==> src/rtl/pipe_pkg.sv <==
// Shared pipeline package: control-bit and lane index constants plus the
// default widths used by every stage-boundary register of the 5-stage core.
// No ports; imported by pipereg_stage_hs and pipereg_sat_counter.
package pipe_pkg;
  // EX/MEM control vector bit positions
  localparam int CTRL_REG_WRITE       = 0;
  localparam int CTRL_MEM_READ        = 1;
  localparam int CTRL_MEM_WRITE       = 2;
  localparam int CTRL_DMEM_TO_REG_LSB = 3;
  localparam int CTRL_DMEM_TO_REG_MSB = 4;
  localparam int CTRL_PC_SELECT       = 5;

  // data lane indices
  localparam int LANE_PCSRC  = 0;
  localparam int LANE_PC_NEW = 1;
  localparam int LANE_ALU    = 2;
  localparam int LANE_RD2    = 3;

  // default widths
  localparam int DEF_DATA_W    = 32;
  localparam int DEF_NUM_LANES = 4;
  localparam int DEF_CTRL_W    = 8;
  localparam int DEF_CNT_W     = 16;
endpackage

==> src/rtl/pipereg_sat_counter.sv <==
// Saturating up-counter used for bubble accounting.
// Ports: clk (clock), clear (sync clear, wins over inc), inc (count enable),
//        count (current value; sticks at all-ones, never wraps).
module pipereg_sat_counter
  import pipe_pkg::*;
#(
  parameter int CNT_W = DEF_CNT_W
) (
  input  logic             clk,
  input  logic             clear,
  input  logic             inc,
  output logic [CNT_W-1:0] count
);
  always_ff @(posedge clk) begin
    if (clear)                  count <= '0;
    else if (inc && ~&count)    count <= count + 1'b1;
  end
endmodule

==> src/rtl/pipereg_stage_hs.sv <==
// Handshaked pipeline register for any stage boundary: a control vector plus
// NUM_LANES data lanes, with stall by backpressure, flush, reset-cleared
// control and a saturating bubble counter.
// Ports: clk_i, reset_i (sync, active high); upstream valid_i/ready_o/ctrl_i/
//        data_i; flush_i; downstream valid_o/ready_i/ctrl_o/data_o;
//        bubble_cnt_o (cycles with valid_o=0 since reset).
// Build option: define PIPEREG_SKID_EN to add a skid entry so ready_o comes
// straight from a flop instead of from ready_i.
module pipereg_stage_hs
  import pipe_pkg::*;
#(
  parameter int DATA_W    = DEF_DATA_W,
  parameter int NUM_LANES = DEF_NUM_LANES,
  parameter int CTRL_W    = DEF_CTRL_W,
  parameter int CNT_W     = DEF_CNT_W
) (
  input  logic                        clk_i,
  input  logic                        reset_i,
  input  logic                        valid_i,
  output logic                        ready_o,
  input  logic [CTRL_W-1:0]           ctrl_i,
  input  logic [NUM_LANES*DATA_W-1:0] data_i,
  input  logic                        flush_i,
  output logic                        valid_o,
  input  logic                        ready_i,
  output logic [CTRL_W-1:0]           ctrl_o,
  output logic [NUM_LANES*DATA_W-1:0] data_o,
  output logic [CNT_W-1:0]            bubble_cnt_o
);
  localparam int DW = NUM_LANES*DATA_W;

  logic          valid_q;
  logic [CTRL_W-1:0] ctrl_q;
  logic [DW-1:0] data_q;
  logic          accept;

  assign accept = valid_i & ready_o;

`ifdef PIPEREG_SKID_EN
  logic              skid_valid_q;
  logic [CTRL_W-1:0] skid_ctrl_q;
  logic [DW-1:0]     skid_data_q;
  logic              main_free;

  assign ready_o   = ~skid_valid_q;
  // main entry is empty or leaves this edge
  assign main_free = ~valid_q | ready_i;

  always_ff @(posedge clk_i) begin
    if (reset_i) begin
      valid_q      <= 1'b0;
      ctrl_q       <= '0;
      data_q       <= '0;
      skid_valid_q <= 1'b0;
      skid_ctrl_q  <= '0;
      skid_data_q  <= '0;
    end else if (flush_i) begin
      valid_q      <= 1'b0;
      skid_valid_q <= 1'b0;
    end else if (main_free) begin
      if (skid_valid_q) begin
        // ready_o is low here, so no accept can race the skid move
        valid_q      <= 1'b1;
        ctrl_q       <= skid_ctrl_q;
        data_q       <= skid_data_q;
        skid_valid_q <= 1'b0;
      end else if (accept) begin
        valid_q <= 1'b1;
        ctrl_q  <= ctrl_i;
        data_q  <= data_i;
      end else begin
        valid_q <= 1'b0;
      end
    end else if (accept) begin
      // main stalled: park the input in the (empty) skid entry
      skid_valid_q <= 1'b1;
      skid_ctrl_q  <= ctrl_i;
      skid_data_q  <= data_i;
    end
  end
`else
  logic drain;

  assign ready_o = ~valid_q | ready_i;
  assign drain   = valid_q & ready_i;

  always_ff @(posedge clk_i) begin
    if (reset_i) begin
      valid_q <= 1'b0;
      ctrl_q  <= '0;
      data_q  <= '0;
    end else if (flush_i) begin
      valid_q <= 1'b0;
    end else if (accept) begin
      valid_q <= 1'b1;
      ctrl_q  <= ctrl_i;
      data_q  <= data_i;
    end else if (drain) begin
      valid_q <= 1'b0;
    end
  end
`endif

  assign valid_o = valid_q;
  // bubbles never present live control bits downstream
  assign ctrl_o  = valid_q ? ctrl_q : '0;
  assign data_o  = data_q;

  pipereg_sat_counter #(.CNT_W(CNT_W)) u_bubble_cnt (
    .clk   (clk_i),
    .clear (reset_i),
    .inc   (~valid_q),
    .count (bubble_cnt_o)
  );
endmodule
==> config.mk <==
export PLATFORM = sky130hd
export DESIGN_NAME = pipereg_stage_hs
export DESIGN_NICKNAME = d
export VERILOG_FILES = /design/src/rtl/pipe_pkg.sv /design/src/rtl/pipereg_sat_counter.sv /design/src/rtl/pipereg_stage_hs.sv
export SDC_FILE = /design/constraint.sdc
export NUM_CORES = 1
export LEC_CHECK = 0
export ABC_AREA = 1
export BUFFER_PORTS_ARGS = -buffer_cell sky130_fd_sc_hd__buf_2
export CORE_ASPECT_RATIO = 0.5
export CORE_UTILIZATION = 49
export CTS_CLUSTER_SIZE = 10
export DETAILED_ROUTE_END_ITERATION = 10
export PLACE_DENSITY = 0.86
export SYNTH_ARGS = -nofsm -noshare
export SYNTH_HDL_FRONTEND = slang
export SYNTH_SLANG_ARGS = --single-unit
==> constraint.sdc <==
create_clock -name clk_i -period 3.1 [get_ports clk_i]
set_input_delay 0.62 -clock clk_i [delete_from_list [all_inputs] [get_ports clk_i]]
set_output_delay 0.62 -clock clk_i [all_outputs]
set_load 0.01 [all_outputs]
Word level (Yosys, flattened, before mapping):

Cells that the tools add are included.

* bits in registers: 153
* input port bits: 141
* output and inout bits: 154
* logic and storage cells: 19

* add/subtract/negate cells: 1
* muxes and demuxes: 3
* bitwise gates (word level): 5
* reductions and logical operators: 6

Operator list (count)
* 16-bit by 1-bit adder with 16-bit output (second input constant): 1
* 16-bit AND reduction: 1
* 8-bit 2-to-1 mux: 1
* 1-bit bitwise AND: 2
* 1-bit 2-to-1 mux: 2
* 1-bit inverter: 2
* 2-bit AND reduction: 1
* 2-bit nonzero test: 1
* 2-bit OR reduction: 1
* 1-bit logical AND: 1
* 1-bit zero test: 1
* 1-bit OR: 1

Longest topological paths before layout:

Gate-level depths: netlist (run 1).

* word-level depth: 4
* mapped depth: 10
* gate-level depth less buffers: 9

Modules after synthesis:

A second synthesis (run 1) with hierarchy kept.

* cells, all modules: 1062
* area total of the unflattened synthesis: 7088.0 sq um

By module, submodules not included
* pipereg_stage_hs: times used 1, cells each 916, area each 6109.6 sq um, sequential area each 2742.6 sq um
* pipereg_sat_counter: times used 1, cells each 146, area each 978.4 sq um, sequential area each 320.3 sq um

Worst setup path after synthesis (run 1):

Ideal clock, no wire load.

* path kind: reg2out
* start: reg valid_q (netlist: valid_o)
* end: out ctrl_o[7]
* arrival: 0.889 ns
* required time: 2.480 ns
* setup slack: 1.591 ns
* cell stages (with the launch flop): 4
* path buffers: 1
* cell sequence: dfxtp_1 clkbuf_1 nand2_1 inv_1

* word-level cells in the longest chain between the ends: 1

RTL lines
* start, declared: line pipereg_stage_hs.sv:32 `logic valid_q;`
* start signal, assigned: line pipereg_stage_hs.sv:89 `valid_q <= 1'b0;`
* start signal, assigned: line pipereg_stage_hs.sv:93 `valid_q <= 1'b0;`
* start signal, assigned: line pipereg_stage_hs.sv:95 `valid_q <= 1'b1;`
* 8-bit 2-to-1 mux: line pipereg_stage_hs.sv:106 `assign ctrl_o = valid_q ? ctrl_q : '0;`
* end, declared: line pipereg_stage_hs.sv:26 `output logic [CTRL_W-1:0] ctrl_o,`

No other way between the ends.

Worst setup path in the final report (run 1):

* start: reg valid_q (netlist: valid_o)
* end: reg data_q[80] (netlist: data_o[80])

* word-level cells in the longest chain between the ends: 4

RTL lines
* 1-bit inverter: line pipereg_stage_hs.sv:84 `assign ready_o = ~valid_q | ready_i;`
* 1-bit OR: line pipereg_stage_hs.sv:84
* 1-bit bitwise AND: line pipereg_stage_hs.sv:37 `assign accept = valid_i & ready_o;`
* 2-bit AND reduction (no source line)
* end signal, assigned: line pipereg_stage_hs.sv:97 `data_q <= data_i;`
* end, declared: line pipereg_stage_hs.sv:34 `logic [DW-1:0] data_q;`

No other way between the ends.
A chain may end at the register's enable or synchronous reset.

==> results of run 1 <==
[through the flow]
step	cell area (sq um)	util	instances
6_report	7780	0.698	1199
2_1_floorplan	5680	-	769
3_3_place_gp	7150	0.641	1167
3_5_place_dp	7150	0.641	1167
5_1_grt	7780	0.698	1199
4_1_cts	7780	0.698	1199
[registers in the layout, summed over array words and instances, names as in the netlist]
register,cells
valid_o,1
ctrl_q,8
data_o,128
u_bubble_cnt.count,16
[cells by family after synthesis]
family / synth area share
compound gates: 0.129
buf+inv: 0.0641
fa+ha+maj: 0.00220
flops: 0.539
simple gates: 0.266
[layer usage]
metal  track usage  share of wire
met5             0              0
met4        0.0911          0.019
met3        0.0613          0.050
met2         0.457           0.51
met1         0.296           0.42
[critical path, delay by kind of cell (launching register included)]
family	cells	cell delay (ns)
DFF	1	0.65
and+or+nand+nor	3	0.35
buffers and inverters	3	1.02
AOI/OAI and AO/OA	1	0.23
[final cells by class]
type	count	area, sq um	area share
Sequential cell	153	3060	0.394
Multi-Input combinational cell	540	2260	0.291
Timing Repair Buffer	300	1530	0.196
Clock buffer	19	443	0.0569
Clock inverter	13	191	0.0246
Tap cell	145	181	0.0233
Inverter	29	113	0.0145
[power breakdown]
| group | switching [W] | total (W) | internal (W) |
|---|---|---|---|
| Combinational | 0.000315 | 0.000553 | 0.000237 |
| Sequential | 0.0000655 | 0.00216 | 0.00209 |
| Clock | 0.000829 | 0.00221 | 0.00138 |
[worst min-delay path by stage]
stage | from | to | slack (ns) | depth (start not counted)
global placement | data_o[45] | data_o[45] | 0.46 | 2
finish | flush_i | valid_o | 0.42 | 2
floorplan | ctrl_q[7] | ctrl_q[7] | 0.45 | 2
CTS | flush_i | valid_o | 0.40 | 2
global route | flush_i | valid_o | 0.41 | 2
detailed placement | data_o[23] | data_o[23] | 0.47 | 2
[synthesized netlist by cell type (all sizes together)]
cell type / instances / share of area
nor2: 320 / 0.21
dfxtp: 153 / 0.54
o21ai: 137 / 0.12
nand2: 56 / 0.037
buf: 32 / 0.035
inv: 29 / 0.020
clkbuf: 15 / 0.0099
nand3: 13 / 0.011
a21oi: 8 / 0.0070
nor3: 2 / 0.0018
a211oi: 1 / 0.0013
ha: 1 / 0.0022
nand3b: 1 / 0.0013
nand4: 1 / 0.0011
==> results.ini, run 1 <==
[status]
status = finished, final reports clean

[clock_tree]
numCtsBuffers = 17
clock-sinks = 153
root_buffer = clkbuf_16
cts_resized = 0
cts_setup_buffers = 0
cts.clk_slew.worst_paths_ns = 0.06
cts_tree = yes
clock_path_buffers = 2
clk_latency_ns = 0.41
cts_hold_buf = 0
htreeDepth = 4

[placed_design]
dp_hpwl_um = 11000
finalWeightedCongestion = 0.838
dp_slack_ns = 0.797
io_buffers = 294

[critical_path]
cp_max_fo = 136
ff2ff_setup_slack_ns = 0.72
end_kind = flip-flop
worstRegToRegCells = 7
crit_top_cell = inv_2
r2r_end = data_o[80]
cpPeakStageDelay_ns = 0.84
critical_path_required_ns = 3.43
crit_start = valid_o
crit_path_end = data_o[80]
cp_data_arrival_time_ns = 2.71
rr_startpoint = valid_o
cp_slowest_cell = buf_4
worstPathCellList = inv_2, nor2_2, inv_2, nand2_4, buf_4, o21ai_0, nor2_1
crit_path_start_kind = flip-flop
critPathKind = flip-flop to flip-flop

[routing]
routedWlPerCell_um = 13.0
totalWireLength_um = 15600
vias_per_cell = 4.85
drc = 0
vias = 5811
drtIter0Drc = 358
dr.pass1.iters = 5
ant_nets = 0

[timing]
rsz0062_at_grt = false
post-route-period-util = 0.768
holdWs_ns = 0.417
slew_violations = 0
fin_crit_ns = 2.38
finalWorstSetupSlack_ns = 0.718
max-slew-margin-rel = 0.245
tightest_slew_ns = 1.13
fin_setup_tns_ns = 0
final.setup_skew_ns = 0.0126
max_freq_mhz = 420
hold_viol = 0
setup-violations-final = 0

[global_routing]
grt_pass1_wl_um = 24500
grt_pass1_vias = 5190
gr-usage-all-layers = 0.253
grt_max_degree = 137
antenna_found_initial = 0
overflow = 0

[layout]
synthToLayoutAreaGrowth_pct = 37.0
antennaDiodeCount = 0
fillerInstances = 941
final_common_cell = nor2_1
layout-drive-gt1-share = 0.321
final_nets = 1183
layout.cells.most_common_list = nor2_1, buf_2, dfxtp_1, o21ai_0, nand2_1

[die]
die_w_um = 154
core_area_sq_um = 11100
io_pins = 295
start_util = 0.510
dieArea_sq_um = 12100
die_y_um = 78.2
rows = 27

[logic_synthesis]
ys_warn_count = 0
synth_area_per_cell_sq_um = 7.39
synth_cell_types = 21
yosys_register_bits = 153
synthesis.nets = 911
syn_area_sq_um = 5680
yosysSeqAreaShare = 0.539
synthCells = 769

[min_path]
hold_path_class = input port to flip-flop

[power]
p_leak_nw = 3.89
vdd_ir_drop_max_uv = 488
powerDensity_nw_per_um2 = 632
power_w = 0.00492

[flow_run]
cap_violations = 0

Note: power is estimated with default switching activity, not from simulation.
==> run 2, diff against run 1 <==
--- a/config.mk
+++ b/config.mk
@@ -5,13 +5,13 @@
 export SDC_FILE = /design/constraint.sdc
 export NUM_CORES = 1
 export LEC_CHECK = 0
-export ABC_AREA = 1
+export ABC_AREA = 0
 export BUFFER_PORTS_ARGS = -buffer_cell sky130_fd_sc_hd__buf_2
 export CORE_ASPECT_RATIO = 0.5
-export CORE_UTILIZATION = 49
+export CORE_UTILIZATION = 45
 export CTS_CLUSTER_SIZE = 10
 export DETAILED_ROUTE_END_ITERATION = 10
-export PLACE_DENSITY = 0.86
+export PLACE_DENSITY = 0.8
 export SYNTH_ARGS = -nofsm -noshare
 export SYNTH_HDL_FRONTEND = slang
 export SYNTH_SLANG_ARGS = --single-unit
==> constraint.sdc (replaced) <==
create_clock -name clk_i -period 2.47 [get_ports clk_i]
set_input_delay 0.494 -clock clk_i [delete_from_list [all_inputs] [get_ports clk_i]]
set_output_delay 0.494 -clock clk_i [all_outputs]
set_load 0.01 [all_outputs]
==> run 2 against run 1 <==
Compared with the run above:
- first-iteration DRC count increased by 30%
- combinational power fell by 1%
- final area is 1.2% lower
- synthesized cell count is 9.5% lower
- critical path type is now flip-flop to output port
- largest cell class unchanged
==> results.ini, run 2 <==
[critical_path]
r2r_end = u_bubble_cnt.count[15]
worstRegToRegCells = 4
critPathKind = flip-flop to output port
rr_startpoint = u_bubble_cnt.count[4]
critical_path_required_ns = 1.98
cp_data_arrival_time_ns = 1.50
cp_max_fo = 16
crit_path_start_kind = flip-flop
end_kind = output port
ff2ff_setup_slack_ns = 0.50

[timing]
tightest_slew_ns = 0.563
slew_violations = 0
fin_crit_ns = 2.00
setup-violations-final = 0
post-route-period-util = 0.809
max-slew-margin-rel = 0.625
final.setup_skew_ns = 0.00887
max_freq_mhz = 500
fin_setup_tns_ns = 0
rsz0062_at_grt = false
hold_viol = 0
finalWorstSetupSlack_ns = 0.472

[layout]
layout-drive-gt1-share = 0.348
layout.cells.most_common_list = buf_2, nand2_1, dfxtp_1, a21oi_1, clkbuf_16
fillerInstances = 1023
ff_latch_area_sq_um = 3060
final_common_cell = buf_2
synthToLayoutAreaGrowth_pct = 39.3
multi_input_comb_area_sq_um = 2250
largest_reg_flops = 128
final_cells = 1146
final_nets = 1110
antennaDiodeCount = 0

[global_routing]
grt_pass1_vias = 4800
overflow = 0
gr-usage-all-layers = 0.217
grt_max_degree = 91
grt_pass1_wl_um = 22300
antenna_found_initial = 0

[placed_design]
dp_hpwl_um = 10200
dp_slack_ns = 0.541
dp_cells = 1114
finalWeightedCongestion = 0.875
io_buffers = 294

[logic_synthesis]
synth-main-ff-cell = dfxtp_1
synth_area_per_cell_sq_um = 7.93
synthCells = 696
yosysSeqAreaShare = 0.555
synth.most_common_cell = nand2_1
async_flop_share = 0
synth_largest_area_cell = dfxtp_1
synth.area.top_cells = dfxtp_1, nand2_1, a21oi_1, clkbuf_1, buf_2
synthesis.nets = 838
synth_top_area_share = 0.555
synth_cell_types = 35
syn_area_sq_um = 5520
yosys_register_bits = 153
ys_warn_count = 0
synthTopCellsByCount = nand2_1, dfxtp_1, a21oi_1
synth_edf_count = 0

[die]
die_y_um = 80.3
core_area_sq_um = 11900
die_w_um = 159
rows = 28
io_pins = 295
dieArea_sq_um = 12700
start_util = 0.465

[routing]
routedWlPerCell_um = 12.8
drc = 0
dr.pass1.iters = 6
vias_per_cell = 4.88
drtIter0Drc = 464
vias = 5591
totalWireLength_um = 14700
ant_nets = 0

[clock_tree]
htreeDepth = 4
cts_tree = yes
clock-sinks = 153
cts_resized = 0
clk_latency_ns = 0.40
clock_path_buffers = 2
numCtsBuffers = 17
cts_setup_buffers = 0
cts_hold_buf = 0
root_buffer = clkbuf_16
cts.clk_slew.worst_paths_ns = 0.06

[power]
p_leak_nw = 3.55
power_w = 0.00561
powerDensity_nw_per_um2 = 730
vdd_ir_drop_max_uv = 490

[min_path]
holdCritStartpoint = flush_i
min_path_cells = 2
hold_path_class = input port to flip-flop
whs_endpoint = valid_o

[status]
status = finished, final reports clean

[flow_run]
cap_violations = 0

[run 2: changes by cell type in the layout (fill, tap and decap cells not counted), sizes merged, moves of 3 or more]
cell and delta:
or3 +4, nand3 -9, and2 +8, a21oi +137, nor3 +3, bufinv -4
nand2 +220, o31ai +5, inv -18, o21ai -134, nand4 +3, or4 +4
nor2 -311
[run 2: area by class of cell]
cell class,instances,area share
flip-flops and latches,153,0.398
multi-input cells,490,0.292
repair buffers,302,0.208
clock buffers,19,0.0589
well taps,165,0.0268
clock inverters,13,0.0140
inverters,4,0.00195
[run 2: cells by family (layout without fill, tap and decap cells)]
family	after synthesis	in the layout	share of synthesized area
simple gates	327	327	0.248
compound gates	158	158	0.149
flops	153	153	0.555
buf+inv	53	338	0.0388
xor+xnor	2	2	0.00317
mux	2	2	0.00385
fa+ha+maj	1	1	0.00227
[run 2: how the worst max path moves through the flow]
stage | depth (start not counted) | from | to
final | 3 | valid_o | ready_o
after global routing | 3 | valid_o | ready_o
after CTS | 3 | valid_o | ready_o
after detailed placement | 4 | u_bubble_cnt.count[4] | u_bubble_cnt.count[15]
after global placement | 4 | u_bubble_cnt.count[4] | u_bubble_cnt.count[15]
after floorplan | 4 | u_bubble_cnt.count[4] | u_bubble_cnt.count[15]
[run 2: metal layers]
metal / part of all wire / track usage
met5: 0 / 0
met4: 0.0084 / 0.0558
met3: 0.070 / 0.0588
met2: 0.50 / 0.386
met1: 0.43 / 0.260
[run 2: critical path: stages, from the launching register on]
cell	delay [ns]
dfxtp_1	0.58
nor2b_1	0.30
inv_1	0.08
buf_2	0.15
[run 2: metrics by stage]
stage | util | instance area (sq um) | hold WS [ns]
2_1_floorplan | - | 5520 | 0.432
3_3_place_gp | 0.600 | 7130 | 0.438
3_5_place_dp | 0.600 | 7130 | 0.443
4_1_cts | 0.647 | 7690 | 0.289
5_1_grt | 0.647 | 7690 | 0.286
6_report | 0.647 | 7690 | 0.303
[run 2: report_power, final]
group	internal (W)	switching (W)	total, W
Sequential	0.00258	0.0000562	0.00263
Combinational	0.000237	0.000308	0.000545
Clock	0.00137	0.00106	0.00243
Total	0.00418	0.00143	0.00561
==> run 3, diff against run 2 <==
==> constraint.sdc (replaced) <==
create_clock -name clk_i -period 1.85 [get_ports clk_i]
set_input_delay 0.37 -clock clk_i [delete_from_list [all_inputs] [get_ports clk_i]]
set_output_delay 0.37 -clock clk_i [all_outputs]
set_load 0.01 [all_outputs]
==> run 3 against run 2 <==
Compared with the run above:
- combinational power rose by 37%
- worst setup slack got worse by 0.37 ns
- routed wire length rose by 1.8%
- first-iteration DRC count increased by 8.8%
- critical path type is now flip-flop to flip-flop
- cell count grew 0.96%
- global-route usage is 0.74 points higher
- hold slack worse by 0.12 ns
- power rose by 41%
- clock skew grew 0.0011 ns
==> results.ini, run 3 (same netlist as run 2, synthesis figures left out) <==
[status]
status = finished, final reports clean

[clock_tree]
clock-sinks = 153
cts_hold_buf = 0
root_buffer = clkbuf_16
clk_latency_ns = 0.41
cts_setup_buffers = 0
cts_tree = yes
numCtsBuffers = 17
cts_resized = 0
cts.clk_slew.worst_paths_ns = 0.06
htreeDepth = 4
clock_path_buffers = 2

[critical_path]
end_kind = flip-flop
cpPeakStageDelay_ns = 0.65
cp_data_arrival_time_ns = 2.08
crit_family = simple AND/OR/NAND/NOR gates
cp_max_fo = 5
critical_path_required_ns = 2.18
critPathKind = flip-flop to flip-flop
worstPathCellList = ha_1, nand3_1, nor2_1, or4b_2, a21oi_1
crit_path_start_kind = flip-flop
worst-path-buf-inv = 0
cp_slowest_cell = or4b_2

[die]
dieArea_sq_um = 12700
die_y_um = 80.3
rows = 28
io_pins = 295
die_w_um = 159
core_area_sq_um = 11900
start_util = 0.465

[global_routing]
met1_usage = 0.262
met2_usage = 0.404
gr-usage-all-layers = 0.225
grt_pass1_vias = 4999
antenna_found_initial = 0
overflow = 0
top_usage_layer = met2
grt_max_degree = 92
grt_pass1_wl_um = 22800
met3_usage = 0.0507

[timing]
hold_viol = 0
rsz0062_at_grt = false
fin_setup_tns_ns = 0
slew_violations = 0
fin_crit_ns = 1.75
max_freq_mhz = 573
tightest_slew_ns = 0.441
final.setup_skew_ns = 0.00994
max-slew-margin-rel = 0.703
post-route-period-util = 0.944
setup-violations-final = 0

[layout]
final_common_cell = buf_2
final_nets = 1121
synthToLayoutAreaGrowth_pct = 42.2
fillerInstances = 1023
post-route-util = 0.661
antennaDiodeCount = 0
layout.cells.most_common_list = buf_2, nand2_1, dfxtp_1, a21oi_1, clkbuf_16
largest_reg_flops = 128
layout-drive-gt1-share = 0.353

[power]
p_leak_nw = 3.64
vdd_ir_drop_max_uv = 616
power_w = 0.00792
powerDensity_nw_per_um2 = 1010

[routing]
drtIter0Drc = 505
dr.pass1.iters = 5
ant_nets = 0
vias_per_cell = 4.89
drc = 0
routedWlPerCell_um = 12.9
totalWireLength_um = 15000
vias = 5662

[flow_run]
cap_violations = 0

[placed_design]
dp_hpwl_um = 10500
finalWeightedCongestion = 0.873
io_buffers = 294

[min_path]
hold_path_class = input port to flip-flop

[run 3: cell count changes in the layout (fill, tap and decap cells not counted), sizes merged]
cell    before  now
inv         12    8
buf        302  313
bufinv       0    4
[run 3: per-layer routing]
| metal | part of all wire | up-vias |
|---|---|---|
| li1 | - | 2849 |
| met3 | 0.061 | 21 |
| met5 | 0 | - |
| met2 | 0.49 | 209 |
| met1 | 0.43 | 2583 |
| met4 | 0.016 | 0 |
[run 3: per-stage QoR]
step | hold WS [ns] | instances | worst slack [ns] | instance area (sq um)
2_1_floorplan | 0.432 | 696 | 0.166 | 5520
3_3_place_gp | 0.438 | 1125 | 0.157 | 7220
3_5_place_dp | 0.442 | 1125 | 0.129 | 7220
4_1_cts | 0.171 | 1157 | 0.116 | 7850
5_1_grt | 0.187 | 1157 | 0.00381 | 7850
6_report | 0.183 | 1157 | 0.104 | 7850
[run 3: worst paths after layout]
check,start,to,slack (ns),depth (start not counted)
max,u_bubble_cnt.count[0],u_bubble_cnt.count[13],0.10,5
min reg2reg,ctrl_q[5],ctrl_q[5],0.45,2
min,flush_i,valid_o,0.18,2
max reg2reg,u_bubble_cnt.count[0],u_bubble_cnt.count[13],0.10,5
[run 3: cell type report]
| type | count | area, sq um | area share |
|---|---|---|---|
| inverter | 4 | 15.0 | 0.00191 |
| timing repair buffer | 313 | 1690 | 0.215 |
| tap | 165 | 206 | 0.0263 |
| multi-input combinational | 490 | 2250 | 0.286 |
| clock buffer | 19 | 433 | 0.0551 |
| sequential | 153 | 3060 | 0.390 |
| clock inverter | 13 | 193 | 0.0245 |
[run 3: report_power, final]
part / switching (W) / internal, W
Sequential: 0.0000719 / 0.00344
Combinational: 0.000418 / 0.000326
Clock: 0.00139 / 0.00228
